$ cat src/rtl/mgpio_pkg.sv
// mgpio_pkg: shared types and limits for the mgpio GPIO bank.
//   mgpio_op_t      encoding of the data_op field (write/set/clear/toggle)
//   MGPIO_MAX_SYNC  deepest input synchroniser the bank supports
package mgpio_pkg;

  typedef enum logic [1:0] {
    MGPIO_OP_WRITE  = 2'b00,
    MGPIO_OP_SET    = 2'b01,
    MGPIO_OP_CLEAR  = 2'b10,
    MGPIO_OP_TOGGLE = 2'b11
  } mgpio_op_t;

  localparam int MGPIO_MAX_SYNC = 4;

endpackage

$ cat src/rtl/mgpio_sync.sv
// mgpio_sync: multi-stage flop synchroniser for asynchronous pad inputs.
//   clk    clock
//   rst    synchronous active-low reset, clears every stage
//   d      raw input vector
//   q      synchronised output (last stage), or d itself when STAGES=0
module mgpio_sync
  import mgpio_pkg::*;
#(
  parameter int WIDTH  = 8,
  parameter int STAGES = 2
) (
  input  logic             clk,
  input  logic             rst,
  input  logic [WIDTH-1:0] d,
  output logic [WIDTH-1:0] q
);

  // Depth is clamped so an out-of-range parameter cannot build a longer chain.
  localparam int NSTAGES = (STAGES > MGPIO_MAX_SYNC) ? MGPIO_MAX_SYNC : STAGES;

  generate
    if (NSTAGES == 0) begin : g_wire
      assign q = d;
    end else begin : g_flops
      logic [WIDTH-1:0] sync_q [NSTAGES];
      logic [WIDTH-1:0] sync_d [NSTAGES];

      always_comb begin
        sync_d[0] = d;
        for (int i = 1; i < NSTAGES; i++) begin
          sync_d[i] = sync_q[i-1];
        end
      end

      always_ff @(posedge clk) begin
        if (!rst) begin
          for (int i = 0; i < NSTAGES; i++) begin
            sync_q[i] <= '0;
          end
        end else begin
          for (int i = 0; i < NSTAGES; i++) begin
            sync_q[i] <= sync_d[i];
          end
        end
      end

      assign q = sync_q[NSTAGES-1];
    end
  endgenerate

endmodule

$ cat src/rtl/mgpio_bank_irq.sv
// mgpio_bank_irq: GPIO bank with per-bit direction, atomic data updates,
// input synchroniser, rising/falling edge detection, sticky W1C pending
// register and a single level interrupt.
//   clk, rst                      clock, synchronous active-low reset
//   data_en/data_op/data_in       write/set/clear/toggle of the data register
//   dir_en/dir_in                 direction load (1 = output)
//   rise_en/rise_in, fall_en/fall_in  edge mask loads
//   pend_clr_en/pend_clr          write-1-to-clear of pending bits
//   data_out/dir_out/rise_out/fall_out/pend_out  register readback
//   irq                           OR of pending bits
//   gpio_in/gpio_out/gpio_oe      pad interface
module mgpio_bank_irq
  import mgpio_pkg::*;
#(
  parameter int WIDTH       = 8,
  parameter int SYNC_STAGES = 2
) (
  input  logic             clk,
  input  logic             rst,
  input  logic             data_en,
  input  logic [1:0]       data_op,
  input  logic [WIDTH-1:0] data_in,
  input  logic             dir_en,
  input  logic [WIDTH-1:0] dir_in,
  input  logic             rise_en,
  input  logic [WIDTH-1:0] rise_in,
  input  logic             fall_en,
  input  logic [WIDTH-1:0] fall_in,
  input  logic             pend_clr_en,
  input  logic [WIDTH-1:0] pend_clr,
  output logic [WIDTH-1:0] data_out,
  output logic [WIDTH-1:0] dir_out,
  output logic [WIDTH-1:0] rise_out,
  output logic [WIDTH-1:0] fall_out,
  output logic [WIDTH-1:0] pend_out,
  output logic             irq,
  input  logic [WIDTH-1:0] gpio_in,
  output logic [WIDTH-1:0] gpio_out,
  output logic [WIDTH-1:0] gpio_oe
);

  logic [WIDTH-1:0] pin_s;
  logic [WIDTH-1:0] op_res;
  logic [WIDTH-1:0] ev;
  logic [WIDTH-1:0] data_q, data_d;
  logic [WIDTH-1:0] dir_q,  dir_d;
  logic [WIDTH-1:0] rise_q, rise_d;
  logic [WIDTH-1:0] fall_q, fall_d;
  logic [WIDTH-1:0] pend_q, pend_d;
  logic [WIDTH-1:0] prev_q, prev_d;

  mgpio_sync #(
    .WIDTH  (WIDTH),
    .STAGES (SYNC_STAGES)
  ) u_sync (
    .clk (clk),
    .rst (rst),
    .d   (gpio_in),
    .q   (pin_s)
  );

  // Input bits always reload from the pin, so a bit turned into an output
  // starts driving its last sampled value. All masking uses the old dir.
  always_comb begin
    op_res = data_q;
    if (data_en) begin
      case (mgpio_op_t'(data_op))
        MGPIO_OP_WRITE:  op_res = data_in;
        MGPIO_OP_SET:    op_res = data_q | data_in;
        MGPIO_OP_CLEAR:  op_res = data_q & ~data_in;
        MGPIO_OP_TOGGLE: op_res = data_q ^ data_in;
        default:         op_res = data_q;
      endcase
    end
    data_d = (op_res & dir_q) | (pin_s & ~dir_q);

    dir_d  = dir_en  ? dir_in  : dir_q;
    rise_d = rise_en ? rise_in : rise_q;
    fall_d = fall_en ? fall_in : fall_q;
    prev_d = pin_s;

    // New events are OR'd in after the clear so a coincident event survives.
    ev     = ~dir_q & ((pin_s & ~prev_q & rise_q) | (~pin_s & prev_q & fall_q));
    pend_d = (pend_q & ~(pend_clr_en ? pend_clr : '0)) | ev;
  end

  always_ff @(posedge clk) begin
    if (!rst) begin
      data_q <= '0;
      dir_q  <= '0;
      rise_q <= '0;
      fall_q <= '0;
      pend_q <= '0;
      prev_q <= '0;
    end else begin
      data_q <= data_d;
      dir_q  <= dir_d;
      rise_q <= rise_d;
      fall_q <= fall_d;
      pend_q <= pend_d;
      prev_q <= prev_d;
    end
  end

  assign data_out = data_q;
  assign dir_out  = dir_q;
  assign rise_out = rise_q;
  assign fall_out = fall_q;
  assign pend_out = pend_q;
  assign irq      = |pend_q;
  assign gpio_out = data_q;
  assign gpio_oe  = dir_q;

endmodule

$ cat config.mk
export PLATFORM = sky130hd
export DESIGN_NAME = mgpio_bank_irq
export DESIGN_NICKNAME = d
export VERILOG_FILES = /design/src/rtl/mgpio_pkg.sv /design/src/rtl/mgpio_sync.sv /design/src/rtl/mgpio_bank_irq.sv
export SDC_FILE = /design/constraint.sdc
export NUM_CORES = 1
export LEC_CHECK = 0
export ABC_AREA = 1
export BUFFER_PORTS_ARGS = -buffer_cell sky130_fd_sc_hd__clkbuf_2
export CAP_MARGIN = 20
export CORE_ASPECT_RATIO = 1.2
export CORE_MARGIN = 2
export CORE_UTILIZATION = 55
export CTS_BUF_LIST = sky130_fd_sc_hd__clkbuf_2
export CTS_CLUSTER_DIAMETER = 120
export CTS_CLUSTER_SIZE = 40
export DETAILED_ROUTE_END_ITERATION = 7
export GPL_TIMING_DRIVEN = 0
export HOLD_SLACK_MARGIN = 0.05
export PLACE_DENSITY_LB_ADDON = 0.25
export SLEW_MARGIN = 20
export SYNTH_ARGS = -nofsm -noshare
export SYNTH_HDL_FRONTEND = slang
export SYNTH_HIERARCHICAL = 1
export SYNTH_SLANG_ARGS = --single-unit
$ cat constraint.sdc
create_clock -name clk -period 2 [get_ports clk]
set_input_delay 0.2 -clock clk [delete_from_list [all_inputs] [get_ports clk]]
set_output_delay 0.2 -clock clk [all_outputs]
set_load 0.05 [all_outputs]
### Word level (Yosys, flattened, before mapping)

Memories as Yosys holds them, arrays and structs flattened.
Index checks and enable logic that the tools add are counted.

| word-level totals | value |
|---|---|
| register bits | 48 |
| bits in writable memories | 16 |
| output and inout bits | 57 |
| memories | 1 |

Memories:

| memory | depth | bits a word | rd ports | clocked after Yosys merged registers in | write ports | line | RTL |
|---|---|---|---|---|---|---|---|
| u_sync.g_flops.sync_q | 2 | 8 | 2 | 0 | 2 | mgpio_sync.sv:25 | `logic [WIDTH-1:0] sync_q [NSTAGES];` |

| cells by class | value |
|---|---|
| equal/unequal tests | 3 |
| multiplexer cells | 7 |
| bitwise logic cells | 21 |
| reductions and logical operators | 2 |

Operators with widths:

| cell | count |
|---|---|
| bitwise AND 8 bit | 9 |
| inverter 8 bit | 5 |
| 2-to-1 mux 8 bit | 4 |
| OR 8 bit | 4 |
| one-hot mux 8 bit (4 select lines) | 1 |
| OR reduction 8 bit | 1 |
| XOR 8 bit | 1 |
| equality test 2 bit (second input constant) | 2 |
| equality test 2 x 1 -> 1 bit (second input constant) | 1 |
| logical NOT 2 bit | 1 |
| 2-to-1 mux 1 bit | 2 |
| OR 1 bit | 2 |

### Depth between registers and ports, before layout

Gate-level depths: netlist of run 1.

| depth | value |
|---|---|
| word-level depth | 6 |
| gate-level depth with buffers | 7 |
| depth with buffers taken out | 7 |

### By module

The synthesis of run 1 kept the hierarchy.

Modules (own cells, without submodules):

| module | instances | cells an instance | area an instance (sq um) |
|---|---|---|---|
| mgpio_bank_irq | 1 | 350 | 2532.4 |
| mgpio_sync | 1 | 50 | 484.2 |

### Worst setup path after synthesis of run 1

No wires, ideal clock.

| path | value |
|---|---|
| kind | register -> register |
| from | register with a tool-made name |
| to | register with a tool-made name |
| setup time | 0.070 ns |
| arrival time | 1.398 ns |
| required time | 1.930 ns |
| setup slack | 0.532 ns |
| cell stages (with the launch flop) | 7 |
| path buffers | 0 |
| clock period less this slack | 1.468 ns |
| cell sequence | dfxtp_1 inv_1 ha_1 or2_2 nand3_1 nand2_1 a21oi_1 |

### Worst setup path in the final report of run 1

| path | value |
|---|---|
| from | register pend_q[2] (netlist: pend_out[2]) |
| to | output irq |

| between the ends | value |
|---|---|
| word-level cells in the longest chain between the ends | 1 |

RTL lines:

| item | line | RTL |
|---|---|---|
| start, declared | mgpio_bank_irq.sv:49 | `logic [WIDTH-1:0] pend_q, pend_d;` |
| start signal, assigned | mgpio_bank_irq.sv:100 | `pend_q <= pend_d;` |
| OR reduction 8 bit | mgpio_bank_irq.sv:110 | `assign irq = \|pend_q;` |
| end, declared | mgpio_bank_irq.sv:36 | `output logic irq,` |

Every way passes these cells.

==> flow_summary.ini, run 1 <==
[status]
run_status = finished, final reports clean

[logic_synthesis]
synth-edff-count = 0
synth-seq-area-share_pct = 42.47
yosys_register_bits = 64
synthTopCellsByCount = 68 x sky130_fd_sc_hd__nor2_1, 64 x sky130_fd_sc_hd__dfxtp_1, 63 x sky130_fd_sc_hd__inv_1
synth_top_flop_cell = sky130_fd_sc_hd__dfxtp_1
netlist_instances = 400
synth_largest_type_area_fraction_pct = 42.47
synthMostInstantiatedCell = sky130_fd_sc_hd__nor2_1
yosysTopAreaCell = sky130_fd_sc_hd__dfxtp_1
postSynthNetCount = 473
count_of_unique_library_cells_instantiated_by_yosys = 25
synth.area.top_cells = sky130_fd_sc_hd__dfxtp_1 42%, sky130_fd_sc_hd__nor2_1 8.5%, sky130_fd_sc_hd__inv_1 7.8%, sky130_fd_sc_hd__nand2_1 6.8%, sky130_fd_sc_hd__ha_1 6.6%
post_synth_instance_area_mm2 = 0.003017
synthesis_warnings = 6
async_flop_share_pct = 0
synth.avg_cell_area_um2 = 7.542

[placement]
place_hpwl_um = 5656
gp_congestion = 0.8207
io_buffer_count = 111
place_worst_setup_slack_ps = 648.5

[setup_path]
cp.required_ps = 1800
regToRegSetupSlack_ps = 750
critPathCapture = irq
critPathMaxStageDelay_ps = 500
crit_buf_inv = 1
path_max_fanout = 3
timing.critical_path.cells = nor4_1 > nand2_1 > clkbuf_2
crit_path_end_kind = output port
critical_path_arrival_ps = 1690
startpoint = pend_out[2]$_SDFF_PN0_
critical_path.top_delay_family = simple AND/OR/NAND/NOR gates
critPathLaunchType = register
depth_of_the_worst_register_to_register_path = 3
cp_num_cells = 3
reg2reg_from = fall_out[4]$_SDFFE_PN0P_
worst-setup-path-type = register to output port
slowest_cell_on_crit_path = sky130_fd_sc_hd__nor4_1
timing.rr.end = fall_out[4]$_SDFFE_PN0P_

[die]
die_area_mm2 = 0.006095
io-pin-count = 114
die_w_um = 71.61
core.rowCount = 29
start_util_pct = 56.94
dieHeight_um = 85.13
fp.coreArea_mm2 = 0.005298

[timing]
max_freq_mhz = 528.8
setup_slack_ps = 108.8
timing.setup.tns_ps = 0
period_needed_ps = 1891
fin_crit_sh_pct = 94.56
setup-violations-final = 0
report.final.slew_viol_count = 0
rsz_0062_raised_after_global_routing = no
final-hold-violation-count = 0
worstMarginPinSlew_ps = 511.7
relSlewSlack_pct = 65.57
clock-skew-final_ps = 12.71

[cts]
cts.reportedPaths.clkPinSlew_ps = 160
post_cts_hold_buffer_count = 43
tritoncts = done
cts_resized = 0
ctsLongestPathBuffers = 2
cts_post_setup_buffers_inserted = 0
numClockSinks = 64
clkLatencyLatePin_ps = 480
htreeDepth = 3
cts-root-buf = sky130_fd_sc_hd__clkbuf_2
cts_inserted_buffers = 9

[drt]
detail-route-antenna-nets = 0
total_vias_in_the_final_route = 3126
routed_wirelength_um = 8390
first_pass_iters = 5
wl_per_cell_um = 13.30
vias_per_cell = 4.954
post-route-drc-count = 0
drt-initial-drc-count = 142

[finish]
final_nets = 638
final_layout_size_suffix_gt1_share_pct = 29.53
sequential_area_mm2 = 0.001281
multiInputGateArea_mm2 = 0.001295
num_antenna_cells = 0
area_growth_pct = 38.61
fillers = 373

[power_and_ir_drop]
power_switching_share_pct = 33.84
static-leakage-power_nw = 2.232
ir_worst_vdd_mv = 0.5491
p_total_mw = 2.820
power.clock.fraction_pct = 25.9
powerDensity_mw_per_mm2 = 674.5
p_int_mw = 1.866
netSwitchingPower_uw = 954.3
combPwrFrac_pct = 24.2
seq_power_share_pct = 49.9

[global_routing]
globalRoute.totalOverflow = 0
antenna_found_initial = 0
wire_length_of_the_first_global_routing_pass_um = 13320
grt_start_max_net_pins = 11
grt_pass1_vias = 3003
grt_use_total_pct = 27.76

[flow_run]
maxCapViolations = 0

[hold_path]
min_path_type = input pin to register
-- how the worst min path moves through the flow --
stage,startpoint,end,cells past startpoint
3_3_place_gp,gpio_in[1],u_sync/g_flops.sync_q[0][1]$_SDFF_PN0_,3
4_1_cts,pend_clr[6],pend_out[6]$_SDFF_PN0_,4
6_report,pend_clr[6],pend_out[6]$_SDFF_PN0_,4
5_1_grt,pend_clr[6],pend_out[6]$_SDFF_PN0_,4
2_1_floorplan,gpio_in[3],u_sync/g_flops.sync_q[0][3]$_SDFF_PN0_,2
3_5_place_dp,gpio_in[6],u_sync/g_flops.sync_q[0][6]$_SDFF_PN0_,3
-- per-stage QoR --
step	area, um2	hold WS, ps	instances	util, %
detailed placement	3650	384.7	573	68.89
floorplan	3017	292.0	400	-
finish	4182	69.01	631	78.93
global route	4182	95.68	631	78.93
global placement	3650	383.4	573	68.89
CTS	4182	75.45	631	78.93
-- cells by family after synthesis --
logic type / share of synthesized area (%)
AO/OA/AOI/OAI: 13.36
buffers and inverters: 14.60
flip-flops: 42.47
adder cells (fa/ha/maj): 6.636
AND/OR/NAND/NOR: 22.94
-- cell usage in the layout (no fill, tap or decap), types with 3 or more instances in the layout --
master                          count
sky130_fd_sc_hd__o21bai_1           3
sky130_fd_sc_hd__nor2_1            68
sky130_fd_sc_hd__a21oi_1            9
sky130_fd_sc_hd__dlygate4sd3_1     43
sky130_fd_sc_hd__buf_4             16
sky130_fd_sc_hd__ha_1              16
sky130_fd_sc_hd__nand3b_1           5
sky130_fd_sc_hd__a21oi_2           11
sky130_fd_sc_hd__o21ai_0           27
sky130_fd_sc_hd__buf_2              5
sky130_fd_sc_hd__dfxtp_1           64
sky130_fd_sc_hd__nand3_1           25
sky130_fd_sc_hd__nand2_1           55
sky130_fd_sc_hd__clkbuf_2         122
sky130_fd_sc_hd__a21boi_0           3
sky130_fd_sc_hd__inv_1             63
sky130_fd_sc_hd__a31oi_1           13
sky130_fd_sc_hd__nand2_2            5
-- power groups by stage --
stage / Sequential (mW) / Clock [mW] / Combinational, mW
after global routing: 1.42 / 0.788 / 0.733
after floorplan: 1.57 / 0 / 0.284
final: 1.41 / 0.732 / 0.682
after CTS: 1.40 / 0.729 / 0.674
after global placement: 1.43 / 0 / 0.595
after detailed placement: 1.43 / 0 / 0.605
-- area by class of cell --
| type | instances | share of cell area [%] |
|---|---|---|
| multi-input combinational | 245 | 30.97 |
| sequential | 64 | 30.64 |
| timing repair buffer | 154 | 23.58 |
| inverter | 65 | 5.865 |
| buffer | 26 | 4.668 |
| tap | 62 | 1.855 |
| clock buffer | 11 | 1.317 |
| clock inverter | 4 | 1.107 |
-- layer usage --
metal  routed length [um]  share of wire, %  global-route usage, %  vias to the layer above
li1                     -                 -                      -                     1582
met2                 4441                53                  50.93                      136
met5                    0                 0                      0                        -
met1                 3211                38                  30.96                     1386
met3                  477               5.7                  4.038                       22
met4                  260               3.1                  13.04                        0
-- worst min-delay path: stages --
cell and delay (ps):
sky130_fd_sc_hd__clkbuf_2 70, sky130_fd_sc_hd__a21boi_0 70, sky130_fd_sc_hd__o21ai_0 150, sky130_fd_sc_hd__inv_1 40
Power figures use the tool's default switching activity.
==> run 2, diff against run 1 <==
Settings changed: ABC_AREA 1 to unset.
==> run 2 against run 1 <==
  * Design area up 0.96%
  * Setup slack better by 170 ps
  * Area after synthesis is 0.91% higher
  * Synthesized cell count shrank 20%
  * Critical path type unchanged
  * Highest routed layer unchanged
==> flow_summary.ini, run 2 <==
[status]
run_status = finished, final reports clean

[finish]
area_growth_pct = 38.68
final_nets = 552
finish.cell_count_without_fillers = 546
num_antenna_cells = 0
layout.cells.most_common = sky130_fd_sc_hd__clkbuf_2
layout.cells.most_common_list = 118 x sky130_fd_sc_hd__clkbuf_2, 64 x sky130_fd_sc_hd__dfxtp_1, 39 x sky130_fd_sc_hd__dlygate4sd3_1
final_layout_size_suffix_gt1_share_pct = 35.33
fillers = 362

[logic_synthesis]
synthTopCellsByCount = 64 x sky130_fd_sc_hd__dfxtp_1, 35 x sky130_fd_sc_hd__nor2b_1, 24 x sky130_fd_sc_hd__mux2i_1
yosysTopAreaCell = sky130_fd_sc_hd__dfxtp_1
synth-edff-count = 0
synth_top_flop_cell = sky130_fd_sc_hd__dfxtp_1
netlist_instances = 320
synth.avg_cell_area_um2 = 9.513
synthMostInstantiatedCell = sky130_fd_sc_hd__dfxtp_1
count_of_unique_library_cells_instantiated_by_yosys = 25
yosys_register_bits = 64
synth-seq-area-share_pct = 42.09
synth_largest_type_area_fraction_pct = 42.09
synth.area.top_cells = sky130_fd_sc_hd__dfxtp_1 42%, sky130_fd_sc_hd__mux2i_1 7.9%, sky130_fd_sc_hd__nor2b_1 7.2%, sky130_fd_sc_hd__ha_1 6.6%, sky130_fd_sc_hd__buf_4 4.4%
postSynthNetCount = 393
async_flop_share_pct = 0
synthesis_warnings = 6
post_synth_instance_area_mm2 = 0.003044

[cts]
cts-root-buf = sky130_fd_sc_hd__clkbuf_2
cts_post_setup_buffers_inserted = 0
clkLatencyLatePin_ps = 480
cts_inserted_buffers = 9
cts.reportedPaths.clkPinSlew_ps = 190
numClockSinks = 64
cts_resized = 0
tritoncts = done
ctsLongestPathBuffers = 2
htreeDepth = 3

[global_routing]
globalRoute.totalOverflow = 0
antenna_found_initial = 0
wire_length_of_the_first_global_routing_pass_um = 12980
grt_pass1_vias = 2755
grt_use_total_pct = 27.66
grt_start_max_net_pins = 13

[drt]
post-route-drc-count = 0
drt-initial-drc-count = 117
first_pass_iters = 4
detailed_routing_wirelength_on_met1_um = 3269
routed_wirelength_um = 8250
detail-route-antenna-nets = 0
wl_per_cell_um = 15.11
total_vias_in_the_final_route = 2784
met3RoutedLength_um = 403
detailroute.wirelength.met2_um = 4379
vias_per_cell = 5.099
top_layer = met4

[power_and_ir_drop]
seq_power_share_pct = 44.7
netSwitchingPower_uw = 974.3
powerDensity_mw_per_mm2 = 740.0
p_int_mw = 2.150
ir_worst_vdd_mv = 0.5836
static-leakage-power_nw = 2.030
power.clock.fraction_pct = 33.2
combPwrFrac_pct = 22.1
power_switching_share_pct = 31.19

[timing]
max_freq_mhz = 582.2
relSlewSlack_pct = 67.15
setup-violations-final = 0
rsz_0062_raised_after_global_routing = no
fin_crit_sh_pct = 85.88
timing.setup.tns_ps = 0
clock-skew-final_ps = 28.09
period_needed_ps = 1718
worstMarginPinSlew_ps = 492.7
report.final.slew_viol_count = 0
final-hold-violation-count = 0

[placement]
place_hpwl_um = 5500
number_of_cells_after_detailed_placement = 491
gp_congestion = 0.7859
io_buffer_count = 109

[flow_run]
maxCapViolations = 0

[setup_path]
critPathMaxStageDelay_ps = 380
critPathLaunchType = register
slowest_cell_on_crit_path = sky130_fd_sc_hd__dfxtp_1
critical_path_arrival_ps = 1520
worst-setup-path-type = register to output port
path_max_fanout = 3
cp.required_ps = 1800
timing.critical_path.cells = nor4_1 > nand2_1 > clkbuf_2
crit_path_end_kind = output port

[die]
dieHeight_um = 85.50
fp.coreArea_mm2 = 0.005298
die_area_mm2 = 0.006148
start_util_pct = 57.46
io-pin-count = 114
core.rowCount = 29
die_w_um = 71.92

[hold_path]
min_path_type = input pin to register
run 2: changes by cell type in the layout (fill, tap and decap cells not counted), sizes merged, moves of 3 or more:
cell         delta
nand3b         +11
nand2          -39
nor2b          +39
o2111ai         +5
and2           +25
a31oi          -13
a221oi          +3
inv            -46
nand3          -25
mux2i          +24
o21bai          -3
nor2           -66
dlygate4sd3     -4
run 2: area by class of cell:
class | count | area (um2) | share of cell area, %
repair buffers | 148 | 935.9 | 22.17
plain buffers | 31 | 206.4 | 4.890
clock inverters | 7 | 118.9 | 2.816
inverters | 16 | 60.06 | 1.423
well taps | 62 | 77.57 | 1.838
clock buffers | 9 | 45.04 | 1.067
flip-flops and latches | 64 | 1281 | 30.35
multi-input cells | 209 | 1496 | 35.45
run 2: critical path: cells and delay by family, from the launching register on:
family | cells | cell delay, ps
buf+inv | 1 | 250
flops | 1 | 380
simple gates | 2 | 410
run 2: routing by layer:
| metal | vias up | global-route usage (%) |
|---|---|---|
| met5 | - | 0 |
| met4 | 0 | 11.32 |
| met3 | 21 | 6.110 |
| met2 | 99 | 50.17 |
| met1 | 1285 | 30.91 |
| li1 | 1379 | - |
run 2: final timing paths:
path	startpoint	to	slack, ps	cells past startpoint
min reg2reg	u_sync/g_flops.sync_q[0][4]$_SDFF_PN0_	u_sync/g_flops.sync_q[0][12]$_SDFF_PN0_	460	1
min	pend_clr[3]	pend_out[3]$_SDFF_PN0_	80	4
max	pend_out[5]$_SDFF_PN0_	irq	280	3
max reg2reg	register	register	660	6
run 2: power groups by stage:
stage	clock [mW]	sequential, mW	combinational [mW]
4_1_cts	1.03	1.39	0.684
3_5_place_dp	0	1.42	0.623
6_report	1.04	1.40	0.690
3_3_place_gp	0	1.42	0.609
2_1_floorplan	0	1.55	0.317
5_1_grt	1.11	1.41	0.735
run 2: cell families after synthesis:
logic type      Yosys count  share of synthesized area [%]
simple gates            108                          22.61
mux                      24                          7.891
compound gates           61                          12.08
flops                    64                          42.09
buf+inv                  47                          8.755
fa+ha+maj                16                          6.576
run 2: repair_timing:
action / 4_1_cts / 5_1_grt
hold buffers: 39 / 0
endpoints found under the hold margin: 39 / 0
setup endpoints to repair: 0 / 0
run 2: metrics by stage:
| step | hold WS [ps] | util (%) | area, um2 | total power, mW | setup WS, ps |
|---|---|---|---|---|---|
| after floorplan | 336.2 | - | 3044 | 1.868 | 369.3 |
| after global placement | 413.9 | 69.23 | 3667 | 2.027 | 570.3 |
| after detailed placement | 419.4 | 69.23 | 3667 | 2.044 | 528.6 |
| after CTS | 67.52 | 79.69 | 4222 | 3.110 | 252.7 |
| after global routing | 57.80 | 79.69 | 4222 | 3.254 | 137.3 |
| final | 81.03 | 79.69 | 4222 | 3.124 | 282.5 |
==> run 3, diff against run 2 <==
Settings changed: SKIP_CTS_REPAIR_TIMING set to 1.
Clock period 2 ns to 2.1 ns, I/O delays scaled along.
==> run 3 against run 2 <==
  * Register-to-register slack improved by 100 ps
  * Combinational power decreased by 4.6%
  * Flip-flop and latch count unchanged
  * Power decreased by 4.5%
  * Routed wire length increased by 0.58%
  * Non-clock buffer count unchanged
  * Global-route usage decreased by 3.6 points
  * Sequential power decreased by 5%
  * Critical path type unchanged
  * Critical endpoint unchanged
  * Largest cell class unchanged
==> flow_summary.ini, run 3 (synthesis results as in run 2) <==
[status]
run_status = finished, final reports clean

[finish]
finish.cell_count_without_fillers = 546
final_layout_size_suffix_gt1_share_pct = 35.33
num_antenna_cells = 0
layout.cells.most_common = sky130_fd_sc_hd__clkbuf_2
final_nets = 552
area_growth_pct = 38.68
layout.cells.most_common_list = 118 x sky130_fd_sc_hd__clkbuf_2, 64 x sky130_fd_sc_hd__dfxtp_1, 39 x sky130_fd_sc_hd__dlygate4sd3_1

[drt]
post-route-drc-count = 0
routed_wirelength_um = 8298
vias_per_cell = 5.110
drt-initial-drc-count = 91
detail-route-antenna-nets = 0
first_pass_iters = 4
total_vias_in_the_final_route = 2790
wl_per_cell_um = 15.20

[cts]
tritoncts = done
clkLatencyLatePin_ps = 510
cts.reportedPaths.clkPinSlew_ps = 200
ctsLongestPathBuffers = 2
htreeDepth = 3
cts_inserted_buffers = 9
numClockSinks = 64
cts-root-buf = sky130_fd_sc_hd__clkbuf_2

[die]
dieHeight_um = 85.50
io-pin-count = 114
die_w_um = 71.92
start_util_pct = 57.46
fp.coreArea_mm2 = 0.005298
core.rowCount = 29
die_area_mm2 = 0.006148

[power_and_ir_drop]
powerDensity_mw_per_mm2 = 706.7
ir_worst_vdd_mv = 0.5976
static-leakage-power_nw = 2.030
p_total_mw = 2.983

[setup_path]
slowest_cell_on_crit_path = sky130_fd_sc_hd__dfxtp_1
cp.required_ps = 1890
timing.critical_path.cells = nor4_1 > nand2_1 > clkbuf_2
critical_path.top_delay_family = simple AND/OR/NAND/NOR gates
critical_path_arrival_ps = 1550
crit_buf_inv = 1
critPathMaxStageDelay_ps = 380
path_max_fanout = 3
critPathLaunchType = register
startpoint = pend_out[2]$_SDFF_PN0_
crit_path_end_kind = output port
worst-setup-path-type = register to output port

[global_routing]
grt_start_max_net_pins = 13
grt_use_total_pct = 24.03
antenna_found_initial = 0
grt_pass1_vias = 2445
wire_length_of_the_first_global_routing_pass_um = 11390
globalRoute.totalOverflow = 0

[timing]
rsz_0062_raised_after_global_routing = no
relSlewSlack_pct = 67.15
fin_crit_sh_pct = 83.87
setup-violations-final = 0
worstMarginPinSlew_ps = 492.7
clock-skew-final_ps = 23.20
period_needed_ps = 1761
report.final.slew_viol_count = 0
timing.setup.tns_ps = 0
max_freq_mhz = 567.8
setup_slack_ps = 338.7
final-hold-violation-count = 0

[hold_path]
hold_path.startpoint = pend_clr[3]
min_path_type = input pin to register

[placement]
number_of_cells_after_detailed_placement = 491
io_buffer_count = 109
place_worst_setup_slack_ps = 618.6
gp_congestion = 0.7859
place_hpwl_um = 5500

[flow_run]
maxCapViolations = 0
-- run 3: cell counts in the layout (fill, tap and decap cells not counted) --
Identical to the previous run, type by type.
-- run 3: metal layers --
metal	part of all wire [%]	track usage [%]
met5	0	0
met4	3.2	6.175
met3	4.1	6.228
met2	53	42.34
met1	39	28.98
-- run 3: stage by stage --
step                      utilization [%]  hold WS, ps  instance area (um2)
final                               79.69        68.17                 4222
after global routing                79.69        55.84                 4222
after CTS                           72.32       -94.59                 3831
after detailed placement            69.23        419.4                 3667
after global placement              69.23        413.9                 3667
after floorplan                         -        346.2                 3044
-- run 3: final timing paths --
kind	endpoint	slack, ps	depth (start not counted)
setup / recovery	irq	340	3
hold / removal	pend_out[3]$_SDFF_PN0_	70	4
setup reg to reg	register	760	6
hold reg to reg	u_sync/g_flops.sync_q[0][12]$_SDFF_PN0_	450	1
-- run 3: cell type report --
type,instances,area (um2)
clock inverters,7,118.9
flip-flops and latches,64,1281
repair buffers,148,935.9
plain buffers,31,206.4
clock buffers,9,45.04
fillers,367,1076
inverters,16,60.06
well taps,62,77.57
multi-input cells,209,1496
-- run 3: report_power, final --
group / total [mW] / leakage [nW] / internal, mW / switching [mW]
combinational: 0.658 / 1.41 / 0.257 / 0.401
sequential: 1.33 / 0.526 / 1.27 / 0.0564
clock: 0.994 / 0.0901 / 0.515 / 0.479
-- run 3: worst min-delay path, delay by kind of cell --
kind / cells / cell delay (ps)
AOI/OAI and AO/OA: 1 / 70
buffers and inverters: 1 / 90
and+or+nand+nor: 2 / 180
